**src/rtl/sif_access_arbiter_if.sv**
```systemverilog
// sif_access_arbiter_if: requester (XA, WA) and SIF slave signals of the access arbiter
interface sif_access_arbiter_if #(parameter int AW = 8, parameter int DW = 16);
  logic          xa_wr_s, xa_rd_s, xa_ack, xa_err;
  logic [AW-1:0] xa_addr;
  logic [DW-1:0] xa_wdata, xa_rdata;
  logic          wa_wr_s, wa_rd_s, wa_ack, wa_err;
  logic [AW-1:0] wa_addr;
  logic [DW-1:0] wa_wdata, wa_rdata;
  logic          sif_wr_s, sif_rd_s, sif_rvalid;
  logic [AW-1:0] sif_addr;
  logic [DW-1:0] sif_wdata, sif_rdata;
  modport master (
    output xa_wr_s, xa_rd_s, xa_addr, xa_wdata, wa_wr_s, wa_rd_s, wa_addr, wa_wdata,
           sif_rdata, sif_rvalid,
    input  xa_ack, xa_err, xa_rdata, wa_ack, wa_err, wa_rdata,
           sif_wr_s, sif_rd_s, sif_addr, sif_wdata
  );
  modport slave (
    input  xa_wr_s, xa_rd_s, xa_addr, xa_wdata, wa_wr_s, wa_rd_s, wa_addr, wa_wdata,
           sif_rdata, sif_rvalid,
    output xa_ack, xa_err, xa_rdata, wa_ack, wa_err, wa_rdata,
           sif_wr_s, sif_rd_s, sif_addr, sif_wdata
  );
endinterface

```
**src/rtl/sif_access_arbiter.sv**
```systemverilog
// sif_access_arbiter: round-robin sharing of one SIF port between XA and WA; read timeout under SIF_ARB_TIMEOUT_EN
module sif_access_arbiter #(
  parameter int AW = 8,
  parameter int DW = 16,
  parameter int TIMEOUT_CYC = 16
) (
  input logic clk,
  input logic rst,
  sif_access_arbiter_if.slave b
);
  typedef enum logic [2:0] {IDLE, WR, RD, RD_WAIT, DONE} state_t;
  state_t state;
  logic last_grant, gnt;
  logic xa_ill, wa_ill, xa_req, wa_req, pick_wa, g_wr;
  logic [AW-1:0] g_addr;
  logic [DW-1:0] g_wdata;
`ifdef SIF_ARB_TIMEOUT_EN
  localparam int CW = $clog2(TIMEOUT_CYC + 1);
  logic [CW-1:0] cnt;
`endif
  // last_grant/gnt: 1 = WA, 0 = XA
  always_comb begin
    xa_ill  = b.xa_wr_s & b.xa_rd_s;
    wa_ill  = b.wa_wr_s & b.wa_rd_s;
    xa_req  = b.xa_wr_s ^ b.xa_rd_s;
    wa_req  = b.wa_wr_s ^ b.wa_rd_s;
    pick_wa = wa_req & (~xa_req | ~last_grant);
    g_wr    = pick_wa ? b.wa_wr_s : b.xa_wr_s;
    g_addr  = pick_wa ? b.wa_addr : b.xa_addr;
    g_wdata = pick_wa ? b.wa_wdata : b.xa_wdata;
  end
  always_ff @(posedge clk) begin
    if (rst) begin
      state      <= IDLE;
      last_grant <= 1'b1;
      gnt        <= 1'b0;
      b.xa_ack   <= 1'b0;
      b.xa_err   <= 1'b0;
      b.xa_rdata <= '0;
      b.wa_ack   <= 1'b0;
      b.wa_err   <= 1'b0;
      b.wa_rdata <= '0;
      b.sif_wr_s <= 1'b0;
      b.sif_rd_s <= 1'b0;
      b.sif_addr <= '0;
      b.sif_wdata <= '0;
`ifdef SIF_ARB_TIMEOUT_EN
      cnt <= '0;
`endif
    end else begin
      b.xa_ack   <= 1'b0;
      b.xa_err   <= 1'b0;
      b.wa_ack   <= 1'b0;
      b.wa_err   <= 1'b0;
      b.sif_wr_s <= 1'b0;
      b.sif_rd_s <= 1'b0;
      case (state)
        IDLE: begin
          // strobe and write ack are issued from the grant edge so they appear in the WR/RD cycle
          if (xa_ill | wa_ill) begin
            b.xa_ack <= xa_ill;
            b.xa_err <= xa_ill;
            b.wa_ack <= wa_ill;
            b.wa_err <= wa_ill;
            state    <= DONE;
          end else if (xa_req | wa_req) begin
            gnt        <= pick_wa;
            last_grant <= pick_wa;
            b.sif_addr <= g_addr;
            if (g_wr) begin
              b.sif_wdata <= g_wdata;
              b.sif_wr_s  <= 1'b1;
              b.xa_ack    <= ~pick_wa;
              b.wa_ack    <= pick_wa;
              state       <= WR;
            end else begin
              b.sif_rd_s <= 1'b1;
              state      <= RD;
            end
          end
        end
        WR: state <= DONE;
        RD: begin
`ifdef SIF_ARB_TIMEOUT_EN
          cnt <= '0;
`endif
          state <= RD_WAIT;
        end
        RD_WAIT: begin
          if (b.sif_rvalid) begin
            b.xa_ack <= ~gnt;
            b.wa_ack <= gnt;
            if (gnt) b.wa_rdata <= b.sif_rdata;
            else b.xa_rdata <= b.sif_rdata;
            state <= DONE;
          end
`ifdef SIF_ARB_TIMEOUT_EN
          else if (cnt == CW'(TIMEOUT_CYC - 1)) begin
            b.xa_ack <= ~gnt;
            b.xa_err <= ~gnt;
            b.wa_ack <= gnt;
            b.wa_err <= gnt;
            if (gnt) b.wa_rdata <= DW'(16'hDEAD);
            else b.xa_rdata <= DW'(16'hDEAD);
            state <= DONE;
          end else cnt <= cnt + 1'b1;
`endif
        end
        default: state <= IDLE;
      endcase
    end
  end
endmodule

```
**src/flat_wrapper.sv**
```systemverilog
// flat-port wrapper written by rule: the top's interface ports become plain ports
module sif_access_arbiter_flat 
#(
  parameter int AW = 8,
  parameter int DW = 16,
  parameter int TIMEOUT_CYC = 16
)
  (clk, rst, b_xa_wr_s, b_xa_rd_s, b_xa_addr, b_xa_wdata, b_wa_wr_s, b_wa_rd_s, b_wa_addr, b_wa_wdata, b_sif_rdata, b_sif_rvalid, b_xa_ack, b_xa_err, b_xa_rdata, b_wa_ack, b_wa_err, b_wa_rdata, b_sif_wr_s, b_sif_rd_s, b_sif_addr, b_sif_wdata);
  sif_access_arbiter_if #(.AW(AW), .DW(DW)) b_i ();
  input logic clk;
  input logic rst;
  input wire logic [$bits(b_i.xa_wr_s)-1:0] b_xa_wr_s;
  input wire logic [$bits(b_i.xa_rd_s)-1:0] b_xa_rd_s;
  input wire logic [$bits(b_i.xa_addr)-1:0] b_xa_addr;
  input wire logic [$bits(b_i.xa_wdata)-1:0] b_xa_wdata;
  input wire logic [$bits(b_i.wa_wr_s)-1:0] b_wa_wr_s;
  input wire logic [$bits(b_i.wa_rd_s)-1:0] b_wa_rd_s;
  input wire logic [$bits(b_i.wa_addr)-1:0] b_wa_addr;
  input wire logic [$bits(b_i.wa_wdata)-1:0] b_wa_wdata;
  input wire logic [$bits(b_i.sif_rdata)-1:0] b_sif_rdata;
  input wire logic [$bits(b_i.sif_rvalid)-1:0] b_sif_rvalid;
  output wire logic [$bits(b_i.xa_ack)-1:0] b_xa_ack;
  output wire logic [$bits(b_i.xa_err)-1:0] b_xa_err;
  output wire logic [$bits(b_i.xa_rdata)-1:0] b_xa_rdata;
  output wire logic [$bits(b_i.wa_ack)-1:0] b_wa_ack;
  output wire logic [$bits(b_i.wa_err)-1:0] b_wa_err;
  output wire logic [$bits(b_i.wa_rdata)-1:0] b_wa_rdata;
  output wire logic [$bits(b_i.sif_wr_s)-1:0] b_sif_wr_s;
  output wire logic [$bits(b_i.sif_rd_s)-1:0] b_sif_rd_s;
  output wire logic [$bits(b_i.sif_addr)-1:0] b_sif_addr;
  output wire logic [$bits(b_i.sif_wdata)-1:0] b_sif_wdata;
  assign b_i.xa_wr_s = b_xa_wr_s;
  assign b_i.xa_rd_s = b_xa_rd_s;
  assign b_i.xa_addr = b_xa_addr;
  assign b_i.xa_wdata = b_xa_wdata;
  assign b_i.wa_wr_s = b_wa_wr_s;
  assign b_i.wa_rd_s = b_wa_rd_s;
  assign b_i.wa_addr = b_wa_addr;
  assign b_i.wa_wdata = b_wa_wdata;
  assign b_i.sif_rdata = b_sif_rdata;
  assign b_i.sif_rvalid = b_sif_rvalid;
  assign b_xa_ack = b_i.xa_ack;
  assign b_xa_err = b_i.xa_err;
  assign b_xa_rdata = b_i.xa_rdata;
  assign b_wa_ack = b_i.wa_ack;
  assign b_wa_err = b_i.wa_err;
  assign b_wa_rdata = b_i.wa_rdata;
  assign b_sif_wr_s = b_i.sif_wr_s;
  assign b_sif_rd_s = b_i.sif_rd_s;
  assign b_sif_addr = b_i.sif_addr;
  assign b_sif_wdata = b_i.sif_wdata;
  sif_access_arbiter #(.AW(AW), .DW(DW), .TIMEOUT_CYC(TIMEOUT_CYC)) u_core (.clk(clk), .rst(rst), .b(b_i));
endmodule
```
**config.mk**
```make
export PLATFORM = sky130hd
export DESIGN_NAME = sif_access_arbiter_flat
export DESIGN_NICKNAME = d
export VERILOG_FILES = /design/src/rtl/sif_access_arbiter_if.sv /design/src/rtl/sif_access_arbiter.sv /design/src/flat_wrapper.sv
export SDC_FILE = /design/constraint.sdc
export NUM_CORES = 1
export LEC_CHECK = 0
export ABC_CLOCK_PERIOD_IN_PS = 1770
export BUFFER_PORTS_ARGS = -buffer_cell sky130_fd_sc_hd__buf_2
export CAP_MARGIN = 15
export CORE_MARGIN = 8
export CORE_UTILIZATION = 35
export DETAILED_ROUTE_END_ITERATION = 8
export PLACE_DENSITY = 0.61
export SLEW_MARGIN = 5
export SYNTH_ARGS = -nofsm -noshare
export SYNTH_HDL_FRONTEND = slang
export SYNTH_SLANG_ARGS = --single-unit
```
**constraint.sdc**
```tcl
create_clock -name clk -period 1.77 [get_ports clk]
set_input_delay 0.177 -clock clk [delete_from_list [all_inputs] [get_ports clk]]
set_output_delay 0.177 -clock clk [all_outputs]
set_load 0.01 [all_outputs]
```
# --- Yosys cells after proc, flatten, opt, wreduce, memory -nomap -nowiden ---
# Cells that the tools add are included.
classes:
  n_eq_ne: 5
  n_mux: 20
  n_bitwise: 15
  n_reduce_logical: 8
op_table:
  columns: ["operator", "n"]
  rows:
  - ["16-bit 2-to-1 mux", 1]
  - ["3-bit one-hot mux with 4 select lines", 1]
  - ["1-bit 2-to-1 mux", 11]
  - ["3-bit 2-to-1 mux", 3]
  - ["3-bit AND reduction", 3]
  - ["8-bit 2-to-1 mux", 1]
  - ["1-bit inverter", 7]
  - ["3-bit by 2-bit equality test with 1-bit output, second input constant", 2]
  - ["1-bit one-hot mux with 2 select lines", 2]
  - ["4-bit AND reduction", 1]
  - ["4-bit OR reduction", 1]
  - ["1-bit bitwise AND", 3]
  - ["3-bit by 1-bit equality test with 1-bit output, second input constant", 1]
  - ["3-bit zero test", 1]
  - ["3-bit by 1-bit != test with 1-bit output, second input constant", 1]
  - ["1-bit OR", 3]
  - ["3-bit OR reduction", 1]
  - ["2-bit 2-to-1 mux", 1]
  - ["2-bit != test, second input constant", 1]
  - ["2-bit AND reduction", 1]
  - ["1-bit bitwise XOR", 2]
word_totals:
  ff_bits: 67
  inputBits: 71
  out_inout_bits: 62
  word_cells: 61

# --- Logic depth before layout (Yosys ltp) ---
logic_depth:
  ltp_word: 9
  mapped_depth: 8
  mapped_depth_nobuf: 5

# --- Least setup slack after synthesis ---
# Ideal clock, no wire load.
synth_timing:
  path_type: "input port to flip-flop"
  start: "input port b_xa_rd_s"
  end: "register u_core.b.sif_wdata[15] in the netlist's numbering"
  setup_ns: 0.140
  t_arrival_ns: 1.475
  required_time_ns: 1.630
  path_slack_ns: 0.155
  cell_stages: 6
  n_path_buf: 1
  cell_sequence: "ha_1 > a21boi_4 > mux2_1 > buf_4 > a21oi_1 > a211oi_2"
synth_between:
  elab_chain_cells: 6
  word_cells_on_any_way: 11
  cone_classes: "2 x mux; 8 x bitwise; 1 x reduce/logical"
synth_lines:
  columns: ["element", "line_no", "rtl"]
  rows:
  - ["from (decl)", "flat_wrapper.sv:13", "input wire logic [$bits(b_i.xa_rd_s)-1:0] b_xa_rd_s;"]
  - ["1-bit bitwise XOR", "sif_access_arbiter.sv:25", "xa_req = b.xa_wr_s ^ b.xa_rd_s;"]
  - ["1-bit inverter", "sif_access_arbiter.sv:27", "pick_wa = wa_req & (~xa_req | ~last_grant);"]
  - ["1-bit OR", "sif_access_arbiter.sv:27", null]
  - ["1-bit bitwise AND", "sif_access_arbiter.sv:27", null]
  - ["1-bit 2-to-1 mux", "sif_access_arbiter.sv:28", "g_wr = pick_wa ? b.wa_wr_s : b.xa_wr_s;"]
  - ["4-bit AND reduction (no line)", null, null]
  - ["to (signal assigned)", "sif_access_arbiter.sv:71", "b.sif_wdata <= g_wdata;"]
  - ["to (decl)", "sif_access_arbiter_if.sv:22", "sif_wr_s, sif_rd_s, sif_addr, sif_wdata"]
# Parallel ways exist; a longest one is shown, timed or not.
# A chain may end at the register's enable or synchronous reset.

# --- Worst setup path after layout ---
layout_timing:
  start: "register u_core.state[0]"
  end: "register u_core.b.sif_wdata[8] in the netlist's numbering"
layout_between:
  elab_chain_cells: 2
layout_lines:
  columns: ["element", "line_no", "rtl"]
  rows:
  - ["from (decl)", "sif_access_arbiter.sv:12", "state_t state;"]
  - ["from (signal assigned)", "sif_access_arbiter.sv:34", "state <= IDLE;"]
  - ["from (signal assigned)", "sif_access_arbiter.sv:65", "state <= DONE;"]
  - ["from (signal assigned)", "sif_access_arbiter.sv:75", "state <= WR;"]
  - ["3-bit zero test", "sif_access_arbiter.sv:57", "case (state)"]
  - ["4-bit AND reduction (no line)", null, null]
# Every way passes these cells.

==> flow_summary.json <==
{
  "tightest_slew_ps": 484,
  "regArea_um2": 1340,
  "synth_ff_type": "dfxtp_1",
  "hold_class": "primary input to register",
  "grt_max_degree": 50,
  "io_pins": 133,
  "yosysSeqAreaShare": 0.457,
  "finalHoldViolations": 0,
  "grtUsageTotal": 0.147,
  "yosys-top-cells-count": "dfxtp_1 (67), a21oi_1 (37), nand2_1 (37)",
  "coreArea_um2": 8180,
  "h-tree-depth": 3,
  "dpl-instance-area_um2": 3720,
  "final_cell_area_um2": 3900,
  "routabilityCongestion": 0.743,
  "synth_top_area_share": 0.457,
  "die_width_um": 108,
  "yosysTopAreaCell": "dfxtp_1",
  "drt-pass1-iter-count": 4,
  "slew_headroom": 0.674,
  "num_rows": 33,
  "tritoncts": "built",
  "p_leak_nw": 1.85,
  "cts_buffers": 9,
  "yosysUniqueCellTypes": 34,
  "holdPathStages": 3,
  "diodes": 0,
  "fin_skew_ps": 4.66,
  "ant_nets": 0,
  "power_density_nw_per_um2": 910,
  "synth.most_common_cell": "dfxtp_1",
  "drc": 0,
  "synthCells": 325,
  "port_buffers": 132,
  "ctsResizeCount": 0,
  "yosys_register_bits": 67,
  "drt-total-wl_um": 8440,
  "nets": 530,
  "cts_sinks": 67,
  "critPathMaxFanout": 49,
  "status": "completed",
  "post-cts-setup-buffers": 0,
  "grt_pass1_vias": 2772,
  "root_buffer": "clkbuf_8",
  "synth_fp_nets": 398,
  "grt_pass1_wl_um": 13700,
  "cap_violations": 0,
  "crit_type": "register to register",
  "clk_pin_slew_ps": 70,
  "syn_to_final_growth_pct": 33.0,
  "multi_input_area_um2": 1430,
  "clk_latency_ps": 330,
  "synth_edf_count": 0,
  "rsz0062_at_grt": "no",
  "fin_crit_sh": 0.872,
  "setup_tns_ps": 0,
  "ir_drop_v": 0.000513,
  "layout_min_cycle_time_ps": 1540,
  "slew_viol_final": 0,
  "initial_core_util": 0.359,
  "dr.first_iter.drc_count": 83,
  "reg2reg_depth": 5,
  "overflow": 0,
  "ys_warn_count": 0,
  "vias": 2727,
  "fmax_ghz": 0.648,
  "routedWlPerCell_um": 14.9,
  "synth_area_per_cell_um2": 9.02,
  "postCtsHoldBufs": 0,
  "cp.required_ps": 2010,
  "viasPerCell": 4.81,
  "layout-drive-gt1-share": 0.379,
  "setup_viol": 0,
  "num-fill-cells": 842,
  "synthTopCellsByArea": "dfxtp_1 (46%), mux2i_1 (8.2%), a21oi_1 (6.3%)",
  "dp_hpwl_um": 6310,
  "antenna_found_initial": 0,
  "synthesis.area_um2": 2930,
  "final_util": 0.477,
  "cp-start-kind": "register",
  "ys_async_sr_fraction": 0,
  "die_y_um": 108,
  "endpoint_kind": "register",
  "dieArea_um2": 11600,
  "cts.path.max_buffers": 2,
  "crit_arrival_ps": 1780
}
-- cell usage in the layout, fill, tap and decap left out, types with 2 or more instances in the layout --
| cell type | n |
|---|---|
| a211oi_1 | 15 |
| mux2i_1 | 24 |
| nand3_1 | 2 |
| nor2b_1 | 2 |
| buf_4 | 13 |
| clkinv_2 | 2 |
| and2_1 | 3 |
| o21ai_0 | 20 |
| dfxtp_1 | 67 |
| nand3b_1 | 16 |
| buf_12 | 3 |
| a211oi_2 | 9 |
| buf_2 | 132 |
| ha_1 | 2 |
| clkbuf_1 | 3 |
| clkbuf_8 | 11 |
| nor2_1 | 32 |
| nand2b_1 | 17 |
| a21oi_1 | 37 |
| nand2_1 | 37 |
-- final timing paths --
kind / from / endpoint / slack [ps]
worst max-delay path: u_core.state[0] / u_core.b.sif_wdata[8] / 230
worst min-delay path: b_sif_rdata[3] / u_core.b.wa_rdata[3] / 90
worst max register to register: u_core.state[0] / u_core.b.sif_wdata[8] / 230
worst min register to register: u_core.b.xa_rdata[4] / u_core.b.xa_rdata[4] / 450
-- power by group --
group          leakage, nW  switching [mW]  internal [mW]
clock network       0.0905           0.543          0.583
logic                 1.21           0.410          0.344
registers            0.545          0.0615           1.61
-- sequential cells by signal (all words and copies together), names as in the netlist --
signal	cells
u_core.b.sif_wdata	16
u_core.b.wa_rdata	16
u_core.b.xa_rdata	16
u_core.b.sif_addr	8
u_core.state	3
u_core.b.sif_rd_s	1
u_core.b.sif_wr_s	1
u_core.b.wa_ack	1
u_core.b.wa_err	1
u_core.b.xa_ack	1
u_core.b.xa_err	1
u_core.gnt	1
u_core.last_grant	1
-- area by class of cell --
| type | instances | area share |
|---|---|---|
| tap | 105 | 0.0337 |
| timing repair buffer | 148 | 0.210 |
| inverter | 1 | 0.000962 |
| clock inverter | 2 | 0.00257 |
| multi-input combinational | 230 | 0.367 |
| clock buffer | 14 | 0.0417 |
| sequential | 67 | 0.344 |
-- logic make-up (layout without fill, tap and decap cells) --
group	after synthesis	in the layout	share of synthesized area
compound gates	84	84	0.186
fa+ha+maj	2	2	0.00853
buf+inv	28	165	0.0546
flops	67	67	0.457
mux	25	25	0.0858
simple gates	119	119	0.207
-- per-layer routing --
| metal | part of all wire | vias to the layer above | global-route usage |
|---|---|---|---|
| met5 | 0 | - | 0 |
| met4 | 0.013 | 0 | 0.0565 |
| met3 | 0.056 | 9 | 0.0431 |
| met2 | 0.51 | 68 | 0.253 |
| met1 | 0.42 | 1256 | 0.166 |
| li1 | - | 1394 | - |
-- critical path, stage by stage (launching register included) --
cell,delay (ps)
dfxtp_1,370
nor3_4,270
and3_2,240
buf_12,220
a21oi_1,100
a211oi_1,230
-- per-stage QoR --
| step | hold slack (ps) | setup WS, ps | power, mW | cells |
|---|---|---|---|---|
| final | 92.8 | 227 | 3.55 | 567 |
| after global routing | 90.3 | 107 | 3.77 | 567 |
| after CTS | 74.5 | 162 | 3.61 | 566 |
| after detailed placement | 431 | -2.13 | 2.47 | 550 |
| after global placement | 422 | 55.6 | 2.45 | 550 |
| after floorplan | 313 | 155 | 2.19 | 325 |
Power figures use the tool's default switching activity.
